**src/rtl/main_fifo_pop_router.sv**
```systemverilog
// Read side of the main FIFO: pops words under almost-full backpressure and
// steers each word by its class bit (MSB) to the VC0 or VC1 FIFO.
module main_fifo_pop_router #(
  parameter int data_width = 6,
  parameter int cnt_width  = 8
) (
  input  logic                  clk,
  input  logic                  reset,
  input  logic                  init,
  input  logic                  main_empty,
  input  logic [data_width-1:0] main_data,
  input  logic                  vc0_almost_full,
  input  logic                  vc1_almost_full,
  input  logic                  vc0_full,
  input  logic                  vc1_full,
  output logic                  main_rd_enable,
  output logic                  vc0_wr_enable,
  output logic                  vc1_wr_enable,
  output logic [data_width-1:0] vc_data_out,
  output logic [2:0]            state,
  output logic [cnt_width-1:0]  vc0_count,
  output logic [cnt_width-1:0]  vc1_count,
  output logic                  overflow_error
);

  typedef enum logic [2:0] {
    ST_RESET  = 3'd0,
    ST_INIT   = 3'd1,
    ST_IDLE   = 3'd2,
    ST_ACTIVE = 3'd3,
    ST_STALL  = 3'd4
  } state_t;

  state_t                r_state;
  state_t                w_nextState;
  logic                  r_pending;
  logic                  r_vc0Wr;
  logic                  r_vc1Wr;
  logic [data_width-1:0] r_vcData;
  logic [cnt_width-1:0]  r_vc0Count;
  logic [cnt_width-1:0]  r_vc1Count;
  logic                  r_overflow;
  logic                  w_bp;
  logic                  w_rdEnable;
  logic                  w_isVc1;
  logic                  w_targetFull;

  // The destination is unknown until the word arrives, so either VC stalls the pop.
  assign w_bp         = vc0_almost_full | vc1_almost_full;
  assign w_isVc1      = main_data[data_width-1];
  assign w_targetFull = w_isVc1 ? vc1_full : vc0_full;

  always_ff @(posedge clk or posedge reset) begin
    if (reset) r_state <= ST_RESET;
    else       r_state <= w_nextState;
  end

  always_comb begin
    w_nextState = r_state;
    if (r_state == ST_RESET) begin
      w_nextState = ST_INIT;
    end else if (!init) begin
      w_nextState = ST_INIT;
    end else begin
      case (r_state)
        ST_INIT:   w_nextState = ST_IDLE;
        ST_IDLE: begin
          if (!main_empty) w_nextState = w_bp ? ST_STALL : ST_ACTIVE;
        end
        ST_ACTIVE: begin
          if (main_empty) w_nextState = ST_IDLE;
          else if (w_bp)  w_nextState = ST_STALL;
        end
        ST_STALL: begin
          if (!w_bp) w_nextState = main_empty ? ST_IDLE : ST_ACTIVE;
        end
        default:   w_nextState = ST_INIT;
      endcase
    end
  end

  always_comb begin
    w_rdEnable = 1'b0;
    if (init && (r_state == ST_ACTIVE) && !main_empty && !w_bp) w_rdEnable = 1'b1;
  end

  // Routing stage: a word popped last cycle is on main_data now; register its write.
  always_ff @(posedge clk or posedge reset) begin
    if (reset) begin
      r_pending  <= 1'b0;
      r_vc0Wr    <= 1'b0;
      r_vc1Wr    <= 1'b0;
      r_vcData   <= '0;
      r_vc0Count <= '0;
      r_vc1Count <= '0;
      r_overflow <= 1'b0;
    end else if (!init) begin
      r_pending  <= 1'b0;
      r_vc0Wr    <= 1'b0;
      r_vc1Wr    <= 1'b0;
      r_vcData   <= '0;
      r_vc0Count <= '0;
      r_vc1Count <= '0;
      r_overflow <= 1'b0;
    end else begin
      r_pending <= w_rdEnable;
      if (r_pending) begin
        r_vcData <= main_data;
        r_vc0Wr  <= ~w_isVc1;
        r_vc1Wr  <= w_isVc1;
        if (w_isVc1) r_vc1Count <= r_vc1Count + 1'b1;
        else         r_vc0Count <= r_vc0Count + 1'b1;
        if (w_targetFull) r_overflow <= 1'b1;
      end else begin
        r_vcData <= '0;
        r_vc0Wr  <= 1'b0;
        r_vc1Wr  <= 1'b0;
      end
    end
  end

  assign main_rd_enable = w_rdEnable;
  assign vc0_wr_enable  = r_vc0Wr;
  assign vc1_wr_enable  = r_vc1Wr;
  assign vc_data_out    = r_vcData;
  assign state          = r_state;
  assign vc0_count      = r_vc0Count;
  assign vc1_count      = r_vc1Count;
  assign overflow_error = r_overflow;

endmodule

```
**config.mk**
```make
export PLATFORM = sky130hd
export DESIGN_NAME = main_fifo_pop_router
export DESIGN_NICKNAME = d
export VERILOG_FILES = /design/src/rtl/main_fifo_pop_router.sv
export SDC_FILE = /design/constraint.sdc
export NUM_CORES = 1
export LEC_CHECK = 0
export BUFFER_PORTS_ARGS = -buffer_cell sky130_fd_sc_hd__buf_2
export CAP_MARGIN = 30
export CORE_UTILIZATION = 49
export DETAILED_ROUTE_END_ITERATION = 8
export PLACE_DENSITY_LB_ADDON = 0.25
export SLEW_MARGIN = 20
export SYNTH_ARGS = -nofsm -noshare
export SYNTH_HDL_FRONTEND = slang
export SYNTH_SLANG_ARGS = --single-unit
```
**constraint.sdc**
```tcl
create_clock -name clk -period 1.8 [get_ports clk]
set_input_delay 0.27 -clock clk [delete_from_list [all_inputs] [get_ports clk]]
set_output_delay 0.27 -clock clk [all_outputs]
set_load 0.05 [all_outputs]
```
==> flow_summary.json, run 1 <==
{
  "worstSkewPairLatency_ns": 0.33,
  "remaining_drc_errors": 0,
  "leakagePower_nw": 0.829,
  "post_cts_buffers": 0,
  "ys_types": 33,
  "cts_tree": "built",
  "synthAdderAreaFrac_pct": 1.91,
  "start_util_pct": 52.4,
  "dr.pass1.iters": 4,
  "die_h_um": 53.7,
  "status": "complete, no violations",
  "cts.sinks": 28,
  "synthMuxAreaShare_pct": 3.15,
  "grt_usage_pct": 21.1,
  "cp-start-kind": "flop",
  "numPortBuffers": 42,
  "fin_crit_sh_pct": 94.3,
  "finalHoldViolCount": 0,
  "rsz0062_at_grt": "no",
  "fin_tns_setup_ns": 0,
  "dieArea_um2": 2880,
  "cts_buffer_depth": 2,
  "syn_area_um2": 1310,
  "setup_viol": 0,
  "antenna_found_initial": 0,
  "drt_iter0_drc": 20,
  "path_max_fanout": 7,
  "globalplace.congestion": 0.734,
  "diodes": 0,
  "vias": 1156,
  "power.density_nw_per_um2": 687,
  "syn_to_final_growth_pct": 21.8,
  "worstMarginPinSlew_ns": 0.352,
  "ioPinCount": 43,
  "viasPerCell": 5.69,
  "numCtsBuffers": 3,
  "min_period_ns": 1.70,
  "synth_xor_area_share_pct": 2.68,
  "drive_gt1_share_pct": 29.5,
  "cp.required_ns": 1.53,
  "crit_type": "flop to primary output",
  "place_area_um2": 1550,
  "grt_pass1_vias": 984,
  "nNetsFinal": 190,
  "peakVddDrop_uv": 388,
  "antenna_left": 0,
  "synth_nets": 145,
  "wl_mm": 2.83,
  "die_w_um": 53.7,
  "synth_area_per_cell_um2": 10.1,
  "hp-class": "input pin to flop",
  "netlist_instances": 129,
  "end_kind": "primary output",
  "synth-simple-area-share_pct": 24.2,
  "drv_slew": 0,
  "synth_seq_cells": 28,
  "synth_top_family_by_area": "simple AND/OR/NAND/NOR gates",
  "core-area_um2": 2500,
  "cts.reportedPaths.clkPinSlew_ns": 0.14,
  "synth_compound_area_share_pct": 9.85,
  "r2r_setup_slack_ns": 0.35,
  "wl_per_cell_um": 14.0,
  "fmax_mhz": 589,
  "ys_warn_count": 0,
  "grt_max_degree": 29,
  "maxCapViolations": 0,
  "overflow": 0,
  "rows": 18,
  "root_buffer": "clkbuf_4",
  "fin_worst_skew_ns": 0.00445,
  "grt_pass1_wl_mm": 4.37,
  "stdcell_area_um2": 1590,
  "cp.arrival_ns": 1.43,
  "slew_headroom_pct": 76.5,
  "yosysSeqAreaShare_pct": 53.5,
  "dp.final_hpwl_mm": 2.09,
  "cts.htree.levels": 1
}
## routing by layer
layer	part of all wire, %	vias up	track usage (%)
li1	-	549	-
met1	43	563	26.7
met2	52	40	36.2
met3	4.3	4	3.39
met4	1.1	0	7.46
met5	0	-	0
## cell usage in the layout (no fill, tap or decap), drive strengths merged, types with 2 or more instances in the layout
cell,count
xnor2,4
nor2,9
nor3,2
nand3,4
dfrtp,28
nand3b,2
or4,3
nand2,8
nand4b,2
mux2i,3
buf,45
and3,6
ha,2
and4,2
clkbuf,4
o31ai,3
o21ai,7
or3,6
nand4,3
a21oi,11
nand2b,2
inv,7
## repair_timing
| item | 4_1_cts | 5_1_grt |
|---|---|---|
| gates resized for setup | 0 | 0 |
| hold buffers | 1 | 0 |
| endpoints found under the hold margin | 28 | 0 |
## cells in the mapped netlist
cell | count | share of area [%]
dfrtp_1 | 28 | 54
a21oi_1 | 11 | 4.2
and3_1 | 6 | 2.9
clkinv_1 | 1 | 0.29
nor2_1 | 9 | 2.6
buf_2 | 1 | 0.38
nand3b_1 | 2 | 1.1
ha_1 | 2 | 1.9
o211a_1 | 1 | 0.76
or3b_1 | 1 | 0.67
and4_1 | 2 | 1.3
nor4b_1 | 1 | 0.67
or4_1 | 3 | 1.7
xnor2_1 | 4 | 2.7
nor3b_1 | 1 | 0.57
mux2i_1 | 3 | 2.3
nand2b_1 | 2 | 0.96
nand2_1 | 8 | 2.3
or3_1 | 6 | 2.9
buf_4 | 2 | 1.1
a31oi_1 | 1 | 0.48
o21ai_0 | 7 | 2.7
inv_1 | 7 | 2.0
clkbuf_1 | 3 | 0.86
nand4_1 | 3 | 1.4
nor2b_1 | 1 | 0.48
nand3_1 | 4 | 1.5
nor3_1 | 2 | 0.76
nor4_1 | 1 | 0.48
mux2_2 | 1 | 0.86
nand4b_2 | 1 | 1.1
o31ai_1 | 3 | 1.7
nand4b_1 | 1 | 0.67
## sequential cells by signal (all words and copies together), names as in the netlist
register        flops
vc0_count           8
vc1_count           8
vc_data_out         6
state               3
overflow_error      1
r_pending           1
vc0_wr_enable       1
## final timing paths
check                      cells after the start                  startpoint                         end
hold / removal                                 2                main_data[0]    vc_data_out[0]$_DFF_PP0_
max in group asynchronous                      4                       reset    vc_data_out[4]$_DFF_PP0_
setup reg to reg                               3        state[1]$_DFFE_PP0P_        state[1]$_DFFE_PP0P_
hold reg to reg                                2  overflow_error$_DFFE_PP0P_  overflow_error$_DFFE_PP0P_
setup / recovery                               3        state[2]$_DFFE_PP0P_              main_rd_enable
min in group asynchronous                      4                       reset    vc0_count[6]$_DFFE_PP0P_
## cell families after synthesis
family,Yosys count
AND/OR/NAND/NOR,54
XOR/XNOR,4
buffers and inverters,14
multiplexers,4
adder cells (fa/ha/maj),2
AO/OA/AOI/OAI,23
flip-flops,28
## final cells by class
| type | count | area, µm² |
|---|---|---|
| clock buffer | 4 | 36.3 |
| timing repair buffer | 46 | 243 |
| fill | 210 | 906 |
| sequential | 28 | 701 |
| multi-input combinational | 87 | 547 |
| tap | 30 | 37.5 |
| inverter | 8 | 30.0 |
## power by group
group / switching [W] / internal, W
clock network: 0.000185 / 0.000124
logic: 0.0000903 / 0.0000416
registers: 0.0000149 / 0.000640
## through the flow
step	hold WS [ns]	worst slack, ns	utilization [%]	std cells	total power [W]
CTS	0.166	0.106	63.8	203	0.00110
global placement	0.347	0.385	61.9	198	0.000792
detailed placement	0.356	0.321	61.9	198	0.000796
finish	0.172	0.102	63.8	203	0.00110
global route	0.162	0.0442	63.8	203	0.00113
floorplan	0.335	0.185	-	129	0.000751
## worst max-delay path, stage by stage, from the launching register on
cell	delay [ns]
dfrtp_1	0.47
nor2_1	0.15
and4_1	0.22
buf_2	0.27
Power figures use the tool's default switching activity.
==> inputs of run 2 (changes only) <==
--- a/config.mk
+++ b/config.mk
@@ -7,7 +7,7 @@
 export LEC_CHECK = 0
 export BUFFER_PORTS_ARGS = -buffer_cell sky130_fd_sc_hd__buf_2
 export CAP_MARGIN = 30
-export CORE_UTILIZATION = 49
+export CORE_UTILIZATION = 25
 export DETAILED_ROUTE_END_ITERATION = 8
 export PLACE_DENSITY_LB_ADDON = 0.25
 export SLEW_MARGIN = 20
==> run 2 against run 1 <==
Against the previous run:
- clock skew shrank 0.00079 ns
- die area increased by 92%
- cell count increased by 18%
- sequential share of layout area decreased by 1.5 points
- critical path depth stayed put
- hold slack got worse by 0.13 ns
- non-clock buffer count is 1 lower
- critical path type unchanged
- largest cell class unchanged
- largest power group unchanged
==> flow_summary.json, run 2 (same netlist as run 1, synthesis figures left out) <==
{
  "place_area_um2": 1590,
  "cp_slowest_cell": "dfrtp_1",
  "viasPerCell": 4.51,
  "power.density_nw_per_um2": 712,
  "rr_worst_depth": 3,
  "status": "complete, no violations",
  "root_buffer": "clkbuf_8",
  "cts_tree": "built",
  "crit_chain": "nor2_1 > and4_1 > buf_2",
  "overflow": 0,
  "grt_usage_pct": 11.5,
  "fin_tns_setup_ns": 0,
  "cts.reportedPaths.clkPinSlew_ns": 0.10,
  "post_cts_buffers": 0,
  "multi_input_area_um2": 547,
  "fin_util_pct": 33.8,
  "ioPinCount": 43,
  "crit_type": "flop to primary output",
  "grt_pass1_vias": 998,
  "numCtsBuffers": 3,
  "leakagePower_nw": 0.832,
  "cts.repair.resized": 0,
  "antenna_left": 0,
  "die_w_um": 74.4,
  "rsz0062_at_grt": "no",
  "remaining_drc_errors": 0,
  "wl_per_cell_um": 11.8,
  "wl_mm": 2.82,
  "fin_worst_skew_ns": 0.00366,
  "cts.sinks": 28,
  "setup_viol": 0,
  "dp.final_hpwl_mm": 2.05,
  "seq_area_um2": 701,
  "rows": 25,
  "final_cell_mix": "buf_2 (42), dfrtp_1 (28), a21oi_1 (11)",
  "core-area_um2": 4880,
  "maxCapViolations": 0,
  "fmax_mhz": 631,
  "grt_pass1_wl_mm": 4.79,
  "globalplace.congestion": 0.724,
  "vias": 1077,
  "slew_headroom_pct": 76.2,
  "start_util_pct": 26.8,
  "min_period_ns": 1.58,
  "stdcell_area_um2": 1650,
  "antenna_found_initial": 0,
  "dieArea_um2": 5530,
  "pre_cts_slack_ns": 0.314,
  "path_buf_inv": 1,
  "numPortBuffers": 42,
  "drv_slew": 0,
  "drt_iter0_drc": 52,
  "cts_buffer_depth": 2,
  "die_h_um": 74.4,
  "drive_gt1_share_pct": 29.7,
  "cp.arrival_ns": 1.31,
  "final_common_cell": "buf_2",
  "cp-start-kind": "flop",
  "cp.required_ns": 1.53,
  "dr.pass1.iters": 3,
  "cp_num_cells": 3,
  "cpPeakStageDelay_ns": 0.45,
  "fin_crit_sh_pct": 88.0,
  "r2r_setup_slack_ns": 0.30,
  "postCtsHoldBufs": 0,
  "worstSkewPairLatency_ns": 0.27,
  "grt_max_degree": 29,
  "setup_slack_ns": 0.215,
  "peakVddDrop_uv": 313,
  "fillerInstances": 528,
  "path_max_fanout": 7,
  "diodes": 0,
  "critPathTopFamily": "flip-flops",
  "worstMarginPinSlew_ns": 0.357,
  "nNetsFinal": 189,
  "hp-class": "input pin to async pin",
  "finalHoldViolCount": 0,
  "syn_to_final_growth_pct": 26.0,
  "end_kind": "primary output",
  "cts.htree.levels": 1
}
## run 2: cell types whose count changed in the layout (fill, tap and decap cells not counted)
cell	before	now
clkbuf_4	3	0
clkbuf_8	1	4
dlygate4sd3_1	1	0
## run 2: worst paths after layout
kind / startpoint / end
setup / recovery: state[2]$_DFFE_PP0P_ / main_rd_enable
hold / removal: reset / vc_data_out[1]$_DFF_PP0_
setup reg to reg: r_pending$_DFF_PP0_ / vc1_count[5]$_DFFE_PP0P_
hold reg to reg: overflow_error$_DFFE_PP0P_ / overflow_error$_DFFE_PP0P_
max in group asynchronous: reset / vc0_count[1]$_DFFE_PP0P_
min in group clk: main_data[2] / vc_data_out[2]$_DFF_PP0_
## run 2: report_power, final
part           switching [W]  leakage (nW)  internal (W)  total [W]
clock network       0.000196        0.0288      0.000196   0.000392
registers          0.0000157         0.386      0.000639   0.000655
logic              0.0000873         0.417     0.0000402   0.000127
total               0.000299         0.832      0.000875    0.00117
## run 2: area by class of cell
class	instances	area share, %
sequential	28	42.5
multi-input combinational	87	33.2
tap	67	5.08
inverter	8	1.82
timing repair buffer	45	14.1
clock buffer	4	3.34
## run 2: worst register-to-register path, stage by stage (launching register included)
cell     delay [ns]
dfrtp_1        0.53
nand4_1        0.24
or4_1          0.51
a21oi_1        0.15
## run 2: through the flow
stage	power (W)	hold WS (ns)	cells
after floorplan	0.000751	0.335	129
after detailed placement	0.000796	0.362	235
after global placement	0.000796	0.358	235
after CTS	0.00120	0.0539	239
after global routing	0.00125	0.0623	239
final	0.00117	0.0454	239
## run 2: per-layer routing
layer	up-vias	routed length, µm	share of wire (%)	GRT usage (%)
met5	-	0	0	0
met4	0	31	1.1	3.77
met3	4	176	6.3	3.52
met1	500	1400	50	16.1
met2	30	1210	43	16.9
li1	543	-	-	-
==> inputs of run 3 (changes only) <==
--- a/config.mk
+++ b/config.mk
@@ -9,6 +9,7 @@
 export CAP_MARGIN = 30
 export CORE_UTILIZATION = 25
 export DETAILED_ROUTE_END_ITERATION = 8
+export GPL_TIMING_DRIVEN = 0
 export PLACE_DENSITY_LB_ADDON = 0.25
 export SLEW_MARGIN = 20
 export SYNTH_ARGS = -nofsm -noshare
==> run 3 against run 2 <==
Against the previous run:
- sequential share of layout area decreased by 0.64 points
- global-route usage about the same
- largest power group unchanged
- die area unchanged
- cell count grew 1.3%
- sequential power is essentially flat
- hold slack improved by 0.0044 ns
- total power rose by 9.0%
- non-clock buffer count up 3
==> flow_summary.json, run 3 (same netlist as run 1, synthesis figures left out) <==
{
  "drive_gt1_share_pct": 29.7,
  "die_w_um": 74.4,
  "wl_per_cell_um": 11.9,
  "cp.required_ns": 1.53,
  "status": "complete, no violations",
  "hp-class": "input pin to async pin",
  "setup_viol": 0,
  "postCtsHoldBufs": 0,
  "wl_mm": 2.88,
  "drt_iter0_drc": 39,
  "cp-start-kind": "flop",
  "globalplace.congestion": 0.737,
  "fillerInstances": 527,
  "die_h_um": 74.4,
  "cts_tree": "built",
  "worstMarginPinSlew_ns": 0.594,
  "power.density_nw_per_um2": 765,
  "grt_max_degree": 29,
  "slew_headroom_pct": 60.3,
  "dp.final_hpwl_mm": 2.08,
  "post_cts_buffers": 0,
  "cp-endpoint": "main_rd_enable",
  "rows": 25,
  "fmax_mhz": 629,
  "start_util_pct": 26.8,
  "fin_worst_skew_ns": 0.00477,
  "finalHoldViolCount": 0,
  "cp.arrival_ns": 1.32,
  "peakVddDrop_uv": 306,
  "min_period_ns": 1.59,
  "remaining_drc_errors": 0,
  "numCtsBuffers": 3,
  "cts.repair.resized": 0,
  "antenna_found_initial": 0,
  "root_buffer": "clkbuf_8",
  "worstSkewPairLatency_ns": 0.28,
  "path_max_fanout": 7,
  "drv_slew": 0,
  "dr.pass1.iters": 4,
  "cts.sinks": 28,
  "final_cell_mix": "buf_2 (43), dfrtp_1 (28), a21oi_1 (11)",
  "fin_util_pct": 34.3,
  "cts.reportedPaths.clkPinSlew_ns": 0.09,
  "numPortBuffers": 42,
  "nNetsFinal": 192,
  "r2r_setup_slack_ns": 0.38,
  "end_kind": "primary output",
  "grt_pass1_wl_mm": 4.77,
  "fin_crit_sh_pct": 88.4,
  "critPathLaunch": "state[2]$_DFFE_PP0P_",
  "overflow": 0,
  "crit_type": "flop to primary output",
  "vias": 1093,
  "setup_slack_ns": 0.209,
  "syn_to_final_growth_pct": 27.9,
  "fin_tns_setup_ns": 0,
  "final_common_cell": "buf_2",
  "cts.htree.levels": 1,
  "leakagePower_nw": 0.842,
  "dieArea_um2": 5530,
  "ioPinCount": 43,
  "diodes": 0,
  "total_power_w": 0.00128,
  "r2r_start": "state[1]$_DFFE_PP0P_",
  "grt_pass1_vias": 1004,
  "rr_worst_depth": 3,
  "reg2reg_to": "state[1]$_DFFE_PP0P_",
  "core-area_um2": 4880,
  "antenna_left": 0,
  "pre_cts_slack_ns": 0.246,
  "cts_buffer_depth": 2,
  "rsz0062_at_grt": "no",
  "maxCapViolations": 0,
  "viasPerCell": 4.52,
  "grt_usage_pct": 11.4
}
[run 3: cell count changes in the layout (fill, tap and decap cells not counted)]
cell	previous run	this run
buf_2	42	43
bufinv_16	0	1
clkbuf_1	0	3
buf_4	3	2
clkbuf_8	4	3
inv_1	7	6
inv_2	0	1
[run 3: worst max-delay path: stages (launching register included)]
cell and delay, ns:
dfrtp_1 0.44, nor2_1 0.14, and4_1 0.20, buf_2 0.26
[run 3: final cells by class]
type / instances / area [µm²] / share of cell area [%]
Clock buffer: 3 / 41.3 / 2.47
Timing Repair Buffer: 42 / 210 / 12.6
Inverter: 8 / 30.0 / 1.79
Tap cell: 67 / 83.8 / 5.01
Clock inverter: 1 / 30.0 / 1.79
Multi-Input combinational cell: 87 / 547 / 32.7
Buffer: 6 / 31.3 / 1.87
Sequential cell: 28 / 701 / 41.9
[run 3: through the flow]
step	area, µm²	cells	hold WS, ns
2_1_floorplan	1310	129	0.335
4_1_cts	1670	242	0.0764
3_5_place_dp	1600	238	0.387
6_report	1670	242	0.0499
3_3_place_gp	1600	238	0.485
5_1_grt	1670	242	0.0966
[run 3: layer usage]
metal / track usage, % / vias up / share of wire, % / wire length, µm
li1: - / 550 / - / -
met1: 15.9 / 507 / 48 / 1390
met2: 17.3 / 31 / 45 / 1290
met3: 2.71 / 5 / 5.6 / 161
met4: 4.40 / 0 / 1.5 / 44
met5: 0 / - / 0 / 0
[run 3: report_power, final]
part           total, W  switching [W]  leakage (nW)  internal (W)
clock network  0.000499       0.000201        0.0357      0.000298
logic          0.000129      0.0000895         0.420     0.0000392
registers      0.000653      0.0000138         0.386      0.000639
total           0.00128       0.000304         0.842      0.000976
[run 3: worst min path at each step]
stage / cells after the start / slack (ns) / to / startpoint
finish: 2 / 0.05 / vc0_count[6]$_DFFE_PP0P_ / reset
global route: 2 / 0.1 / vc0_count[1]$_DFFE_PP0P_ / reset
CTS: 2 / 0.08 / vc0_count[0]$_DFFE_PP0P_ / reset
detailed placement: 2 / 0.39 / vc0_count[6]$_DFFE_PP0P_ / reset
global placement: 2 / 0.49 / overflow_error$_DFFE_PP0P_ / overflow_error$_DFFE_PP0P_
floorplan: 1 / 0.34 / overflow_error$_DFFE_PP0P_ / reset
